$ cat src/rtl/zrb_spi_slave_pkg.sv
// Shared definitions for the zrb SPI responder: FSM states, SPI mode, dummy fill byte.
package zrb_spi_slave_pkg;

    typedef enum logic [1:0] {
        ST_IDLE  = 2'd0,
        ST_LOAD  = 2'd1,
        ST_SHIFT = 2'd2
    } spi_state_e;

    // Mode 0: CPOL=0, CPHA=0 -- SCK idles low, data sampled on the rising edge.
    localparam int unsigned SPI_MODE           = 0;
    localparam logic        SCK_IDLE_LEVEL     = (SPI_MODE >= 2);
    localparam logic [7:0]  DUMMY_BYTE_DEFAULT = 8'hFF;

endpackage

$ cat src/rtl/zrb_sync_edge.sv
// Two-flop synchroniser plus a third flop for edge detection of an asynchronous pin.
module zrb_sync_edge #(
    parameter logic RESET_VAL = 1'b0
) (
    input  logic clk_i,
    input  logic reset_i,
    input  logic d_i,
    output logic level_o,
    output logic edge_o
);

    logic [2:0] sync_q;

    // Shift the pin through the synchroniser chain; reset to the pin's idle level.
    always_ff @(posedge clk_i) begin
        if (reset_i) sync_q <= {3{RESET_VAL}};
        else         sync_q <= {sync_q[1:0], d_i};
    end

    assign level_o = sync_q[1];
    assign edge_o  = sync_q[1] ^ sync_q[2];

endmodule

$ cat src/rtl/zrb_sync_fifo.sv
// Small synchronous FIFO, first-word fall-through; writes when full and reads when empty are ignored.
module zrb_sync_fifo #(
    parameter int unsigned ADDR_WIDTH = 2,
    parameter int unsigned DATA_WIDTH = 8
) (
    input  logic                  clk_i,
    input  logic                  reset_i,
    input  logic                  we_i,
    input  logic [DATA_WIDTH-1:0] wdata_i,
    input  logic                  re_i,
    output logic [DATA_WIDTH-1:0] rdata_o,
    output logic                  full_o,
    output logic                  empty_o
);

    localparam int unsigned DEPTH = 1 << ADDR_WIDTH;

    logic [DATA_WIDTH-1:0] mem_q [DEPTH];
    logic [ADDR_WIDTH-1:0] wr_ptr_q, rd_ptr_q;
    logic [ADDR_WIDTH:0]   count_q;
    logic                  wr_en, rd_en;

    assign full_o  = (count_q == (ADDR_WIDTH+1)'(DEPTH));
    assign empty_o = (count_q == '0);
    assign wr_en   = we_i & ~full_o;
    assign rd_en   = re_i & ~empty_o;
    assign rdata_o = mem_q[rd_ptr_q];

    // Pointer and occupancy bookkeeping.
    always_ff @(posedge clk_i) begin
        if (reset_i) begin
            wr_ptr_q <= '0;
            rd_ptr_q <= '0;
            count_q  <= '0;
        end else begin
            if (wr_en) wr_ptr_q <= wr_ptr_q + 1'b1;
            if (rd_en) rd_ptr_q <= rd_ptr_q + 1'b1;
            case ({wr_en, rd_en})
                2'b10:   count_q <= count_q + 1'b1;
                2'b01:   count_q <= count_q - 1'b1;
                default: count_q <= count_q;
            endcase
        end
    end

    // Storage array; contents are don't-care while empty, so no reset.
    always_ff @(posedge clk_i) begin
        if (wr_en) mem_q[wr_ptr_q] <= wdata_i;
    end

endmodule

$ cat src/rtl/zrb_spi_slave.sv
// SPI mode-0 responder: oversampled pins, TX/RX byte FIFOs toward the local host.
module zrb_spi_slave
    import zrb_spi_slave_pkg::*;
#(
    parameter int unsigned          NUM_BITS        = 8,
    parameter int unsigned          FIFO_ADDR_WIDTH = 2,
    parameter logic [NUM_BITS-1:0]  DUMMY_BYTE      = NUM_BITS'(DUMMY_BYTE_DEFAULT)
) (
    input  logic                clk_i,
    input  logic                reset_i,
    input  logic                sck_i,
    input  logic                ss_i,
    input  logic                mosi_i,
    output logic                miso_o,
    output logic                miso_oe_o,
    input  logic                tx_we_i,
    input  logic [NUM_BITS-1:0] tx_data_i,
    output logic                tx_full_o,
    input  logic                rx_re_i,
    output logic [NUM_BITS-1:0] rx_data_o,
    output logic                rx_empty_o,
    output logic                rx_byte_done_o,
    output logic                overrun_o,
    output logic                underrun_o,
    input  logic                clr_flags_i,
    output logic                busy_o
);

    localparam int unsigned CNT_W = $clog2(NUM_BITS);

    spi_state_e          state_q, state_d;
    logic [CNT_W-1:0]    bit_cnt_q, bit_cnt_d;
    logic                byte_seen_q, byte_seen_d;
    logic [NUM_BITS-1:0] tx_shift_q, tx_shift_d;
    logic [NUM_BITS-2:0] rx_shift_q, rx_shift_d;
    logic [NUM_BITS-1:0] rx_byte_q, rx_byte_d;
    logic                rx_push_q, rx_push_d;
    logic                overrun_q, overrun_d;
    logic                underrun_q, underrun_d;
    logic                mosi_meta_q, mosi_sync_q;

    logic                sck_level, sck_edge, ss_level, ss_edge;
    logic                sck_rise, sck_fall, ss_rise, ss_fall;
    logic                tx_pop, tx_empty, rx_full;
    logic [NUM_BITS-1:0] tx_head;

    zrb_sync_edge #(.RESET_VAL(SCK_IDLE_LEVEL)) u_sck_sync (
        .clk_i(clk_i), .reset_i(reset_i), .d_i(sck_i), .level_o(sck_level), .edge_o(sck_edge)
    );

    zrb_sync_edge #(.RESET_VAL(1'b1)) u_ss_sync (
        .clk_i(clk_i), .reset_i(reset_i), .d_i(ss_i), .level_o(ss_level), .edge_o(ss_edge)
    );

    zrb_sync_fifo #(.ADDR_WIDTH(FIFO_ADDR_WIDTH), .DATA_WIDTH(NUM_BITS)) u_tx_fifo (
        .clk_i(clk_i), .reset_i(reset_i), .we_i(tx_we_i), .wdata_i(tx_data_i),
        .re_i(tx_pop), .rdata_o(tx_head), .full_o(tx_full_o), .empty_o(tx_empty)
    );

    zrb_sync_fifo #(.ADDR_WIDTH(FIFO_ADDR_WIDTH), .DATA_WIDTH(NUM_BITS)) u_rx_fifo (
        .clk_i(clk_i), .reset_i(reset_i), .we_i(rx_push_q), .wdata_i(rx_byte_q),
        .re_i(rx_re_i), .rdata_o(rx_data_o), .full_o(rx_full), .empty_o(rx_empty_o)
    );

    assign sck_rise = sck_edge &  sck_level;
    assign sck_fall = sck_edge & ~sck_level;
    assign ss_rise  = ss_edge  &  ss_level;
    assign ss_fall  = ss_edge  & ~ss_level;

    assign busy_o         = ~ss_level;
    assign miso_oe_o      = busy_o;
    assign miso_o         = miso_oe_o & tx_shift_q[NUM_BITS-1];
    assign rx_byte_done_o = rx_push_q;
    assign overrun_o      = overrun_q;
    assign underrun_o     = underrun_q;

    // MOSI only needs the plain two-flop synchroniser; it is sampled on synced SCK rises.
    always_ff @(posedge clk_i) begin
        if (reset_i) begin
            mosi_meta_q <= 1'b0;
            mosi_sync_q <= 1'b0;
        end else begin
            mosi_meta_q <= mosi_i;
            mosi_sync_q <= mosi_meta_q;
        end
    end

    // Frame state, shift registers and sticky flags.
    always_ff @(posedge clk_i) begin
        if (reset_i) begin
            state_q     <= ST_IDLE;
            bit_cnt_q   <= '0;
            byte_seen_q <= 1'b0;
            tx_shift_q  <= '0;
            rx_shift_q  <= '0;
            rx_byte_q   <= '0;
            rx_push_q   <= 1'b0;
            overrun_q   <= 1'b0;
            underrun_q  <= 1'b0;
        end else begin
            state_q     <= state_d;
            bit_cnt_q   <= bit_cnt_d;
            byte_seen_q <= byte_seen_d;
            tx_shift_q  <= tx_shift_d;
            rx_shift_q  <= rx_shift_d;
            rx_byte_q   <= rx_byte_d;
            rx_push_q   <= rx_push_d;
            overrun_q   <= overrun_d;
            underrun_q  <= underrun_d;
        end
    end

    // Next-state logic: ss rise has priority over any SCK edge; flag sets beat clr_flags.
    always_comb begin
        state_d     = state_q;
        bit_cnt_d   = bit_cnt_q;
        byte_seen_d = byte_seen_q;
        tx_shift_d  = tx_shift_q;
        rx_shift_d  = rx_shift_q;
        rx_byte_d   = rx_byte_q;
        rx_push_d   = 1'b0;
        tx_pop      = 1'b0;
        overrun_d   = clr_flags_i ? 1'b0 : overrun_q;
        underrun_d  = clr_flags_i ? 1'b0 : underrun_q;

        if (rx_push_q && rx_full) overrun_d = 1'b1;

        case (state_q)
            ST_IDLE: begin
                if (ss_fall) state_d = ST_LOAD;
            end
            ST_LOAD: begin
                if (tx_empty) begin
                    tx_shift_d = DUMMY_BYTE;
                    underrun_d = 1'b1;
                end else begin
                    tx_shift_d = tx_head;
                    tx_pop     = 1'b1;
                end
                bit_cnt_d   = '0;
                byte_seen_d = 1'b0;
                state_d     = ss_rise ? ST_IDLE : ST_SHIFT;
            end
            ST_SHIFT: begin
                if (ss_rise) begin
                    state_d = ST_IDLE;
                end else if (sck_rise) begin
                    rx_shift_d = {rx_shift_q[NUM_BITS-3:0], mosi_sync_q};
                    if (bit_cnt_q == CNT_W'(NUM_BITS-1)) begin
                        bit_cnt_d   = '0;
                        byte_seen_d = 1'b1;
                        rx_push_d   = 1'b1;
                        rx_byte_d   = {rx_shift_q, mosi_sync_q};
                    end else begin
                        bit_cnt_d = bit_cnt_q + 1'b1;
                    end
                end else if (sck_fall) begin
                    // bit_cnt==0 on a fall means either "before first bit" (hold MSB) or a byte boundary (reload).
                    if (bit_cnt_q == '0) begin
                        if (byte_seen_q) begin
                            if (tx_empty) begin
                                tx_shift_d = DUMMY_BYTE;
                                underrun_d = 1'b1;
                            end else begin
                                tx_shift_d = tx_head;
                                tx_pop     = 1'b1;
                            end
                        end
                    end else begin
                        tx_shift_d = {tx_shift_q[NUM_BITS-2:0], 1'b0};
                    end
                end
            end
            default: state_d = ST_IDLE;
        endcase
    end

endmodule

$ cat config.mk
export PLATFORM = sky130hd
export DESIGN_NAME = zrb_spi_slave
export DESIGN_NICKNAME = d
export VERILOG_FILES = /design/src/rtl/zrb_spi_slave_pkg.sv /design/src/rtl/zrb_sync_edge.sv /design/src/rtl/zrb_sync_fifo.sv /design/src/rtl/zrb_spi_slave.sv
export SDC_FILE = /design/constraint.sdc
export NUM_CORES = 1
export LEC_CHECK = 0
export CAP_MARGIN = 20
export CORE_ASPECT_RATIO = 0.75
export CORE_MARGIN = 3
export CORE_UTILIZATION = 60
export CTS_CLUSTER_SIZE = 16
export DETAILED_ROUTE_END_ITERATION = 12
export DONT_BUFFER_PORTS = 1
export PLACE_DENSITY = 0.76
export SETUP_SLACK_MARGIN = 0.1
export SYNTH_ARGS = -nofsm -noshare
export SYNTH_HDL_FRONTEND = slang
export SYNTH_HIERARCHICAL = 1
export SYNTH_SLANG_ARGS = --single-unit
$ cat constraint.sdc
create_clock -name clk_i -period 6.8 [get_ports clk_i]
set_input_delay 0.68 -clock clk_i [delete_from_list [all_inputs] [get_ports clk_i]]
set_output_delay 0.68 -clock clk_i [all_outputs]
set_load 0.01 [all_outputs]
==> results.cfg <==
[synthesis]
synth_area_leaders = edfxtp_1 (38%), dfxtp_1 (23%), mux4_2 (7.2%)
async_flop_share_pct = 0
synth_fa_ha_area_share_pct = 4.81
synth_top_family_by_area = simple AND/OR/NAND/NOR gates
synth_nets = 423
synthMuxAreaShare_pct = 9.22
synth_simple_gate_area_share_pct = 11.3
synth_xor_area_share_pct = 1.40
yosysWarningCount = 6
ys.flop_type = edfxtp_1
synth-edff-count = 64
synth_cells = 389
ys_seq_area_share_pct = 61.8
syn_area_um2 = 4990
ys_ff_latch = 122
synth_top_area_share_pct = 38.5
synth_compound_area_share_pct = 7.57
avgSynthCellArea_um2 = 12.8
ys_types = 45
synth_top_area_cell = edfxtp_1

[layout]
nets = 424
drive_above_1_share_pct = 13.2
diodes = 0
mostFrequentLayoutCell = edfxtp_1
syn_to_final_growth_pct = 11.8
layout_common_cells = edfxtp_1 (64), dfxtp_1 (58), nand2_1 (37), a21oi_1 (29), inv_1 (26)

[power_and_ir_drop]
intPower_mw = 1.35
total_power_mw = 1.72
irDropWorstVdd_mv = 0.183
swShare_pct = 21.5
seqPwrFrac_pct = 47.3
power.leakage_nw = 1.95
power_density_nw_per_um2 = 308
clkPwrFrac_pct = 47.8
p_sw_mw = 0.370
power_frac_comb_pct = 4.9

[floorplan]
die_h_um = 85.0
core_area_um2 = 7990
num_io_pins = 32
dieWidth_um = 111
initial_core_util_pct = 62.5
rows = 28
die_area_um2 = 9460

[timing]
slew_headroom_pct = 59.4
max_freq_ghz = 0.328
tns_ns = 0
rsz0062_at_grt = false
setup_viol = 0
skew_ns = 0.00970
worst_pin_slew_ns = 0.608
post-route-period-util_pct = 44.8
report.final.slew_viol_count = 0
hold_viol_final = 0
fin_crit_ns = 3.05

[clock_network]
cts_setup_buffers = 0
cts_root_buf = clkbuf_8
cts_tree = yes
h-tree-depth = 4
clock-sinks = 122
cts.repair.resized = 0
cts_buffer_depth = 2
clk_latency_ns = 0.51
postCtsHoldBufs = 0
cts_buffers = 17
path_clk_slew_ns = 0.06

[placed_design]
routabilityCongestion = 0.802
io_buffers = 0
dp_hpwl_um = 5530

[detailed_routing]
viasPerCell = 5.61
first_pass_iters = 4
wl_per_cell_um = 16.3
routed_wl_um = 8300
vias = 2849
antenna_left = 0
drc = 0
drtIter0Drc = 162

[worst_setup_path]
path_max_fanout = 9
worstSetupEndpointType = flop
cp.required_ns = 7.24
startpoint_type = flop
r2r-start = state_q[0]
cp-startpoint = state_q[0]
cp.arrival_ns = 3.49
crit_type = reg -> reg

[global_routing]
grt_pass1_vias = 2753
antenna_found_initial = 0
grt_pass1_wl_um = 14000
grtUsageTotal_pct = 19.2
grt_max_degree = 52
grt_remaining_overflow = 0

[hold_path]
worstHoldPathType = in -> reg
hp-start = reset_i

[run_status]
outcome = completed

[job]
drv_cap = 0
-- routing by layer --
metal,global-route usage [%],routed length [um],part of all wire (%)
met4,8.51,151,1.8
met1,27.7,4130,50
met3,5.13,344,4.1
met2,27.6,3670,44
met5,0,0,0
-- stage by stage --
| step | area (um^2) | hold WS, ns | utilization [%] | worst slack (ns) | cells |
|---|---|---|---|---|---|
| finish | 5580 | 0.241 | 69.9 | 3.75 | 508 |
| global route | 5580 | 0.228 | 69.9 | 3.52 | 508 |
| CTS | 5580 | 0.213 | 69.9 | 3.74 | 508 |
| detailed placement | 5030 | 0.395 | 63.0 | 3.75 | 476 |
| global placement | 5030 | 0.399 | 63.0 | 3.90 | 476 |
| floorplan | 4990 | 0.385 | - | 3.92 | 389 |
-- final timing paths --
path	endpoint	slack [ns]	cells past startpoint
worst max-delay path	u_tx_fifo/count_q[2]	3.75	14
worst min-delay path	u_sck_sync/sync_q[0]	0.24	1
worst max register to register	u_tx_fifo/count_q[2]	3.75	14
worst min register to register	u_ss_sync/sync_q[1]	0.41	1
-- area by class of cell --
class | instances | area, um^2
Multi-Input combinational cell | 221 | 1710
Inverter | 28 | 105
Sequential cell | 122 | 3080
Fill cell | 549 | 2410
Tap cell | 105 | 131
Clock buffer | 20 | 425
Clock inverter | 12 | 126
-- registers in the layout, indices dropped and copies added (netlist names), 7 cells and up, named ones only --
register and count:
tx_shift_q 8, u_tx_fifo/mem_q 32, u_rx_fifo/mem_q 32, rx_shift_q 7, rx_byte_q 8
-- cell families after synthesis --
| kind of cell | after synthesis |
|---|---|
| flops | 122 |
| fa+ha+maj | 18 |
| xor+xnor | 8 |
| buf+inv | 46 |
| mux | 26 |
| compound gates | 58 |
| simple gates | 111 |
-- cell usage after synthesis, drive strengths merged (2+ instances only) --
library cell,count
nor2,19
nand4,4
inv,27
a21oi,29
a21boi,2
nand2b,7
and2,9
dfxtp,58
a31oi,2
nand3,11
fa,2
o31ai,3
edfxtp,64
xor2,8
o221ai,7
nor3,2
and3,2
nor2b,7
mux4,16
o21ai,7
buf,14
nand2,37
or2,3
mux2i,10
clkbuf,4
ha,16
or3,6
nor3b,2
-- critical path, cell delays in order (launching register included) --
cell and delay (ns):
dfxtp_1 0.36, inv_1 0.08, ha_1 0.44, and2_1 0.17, nand4_1 0.12, o21a_1 0.20, nor2_1 0.14, o31ai_2 0.11
inv_1 0.08, ha_1 0.18, inv_1 0.07, fa_1 0.43, xor2_1 0.15, or3_1 0.30, a21oi_1 0.14
-- power by group through the flow --
stage / Clock, mW / Sequential [mW] / Combinational, mW
after floorplan: 0 / 0.822 / 0.0752
final: 0.822 / 0.812 / 0.0845
after global routing: 0.869 / 0.814 / 0.0941
after global placement: 0 / 0.825 / 0.0795
after CTS: 0.839 / 0.812 / 0.0843
after detailed placement: 0 / 0.827 / 0.0830
No activity file was read; power rests on OpenSTA's default activity.
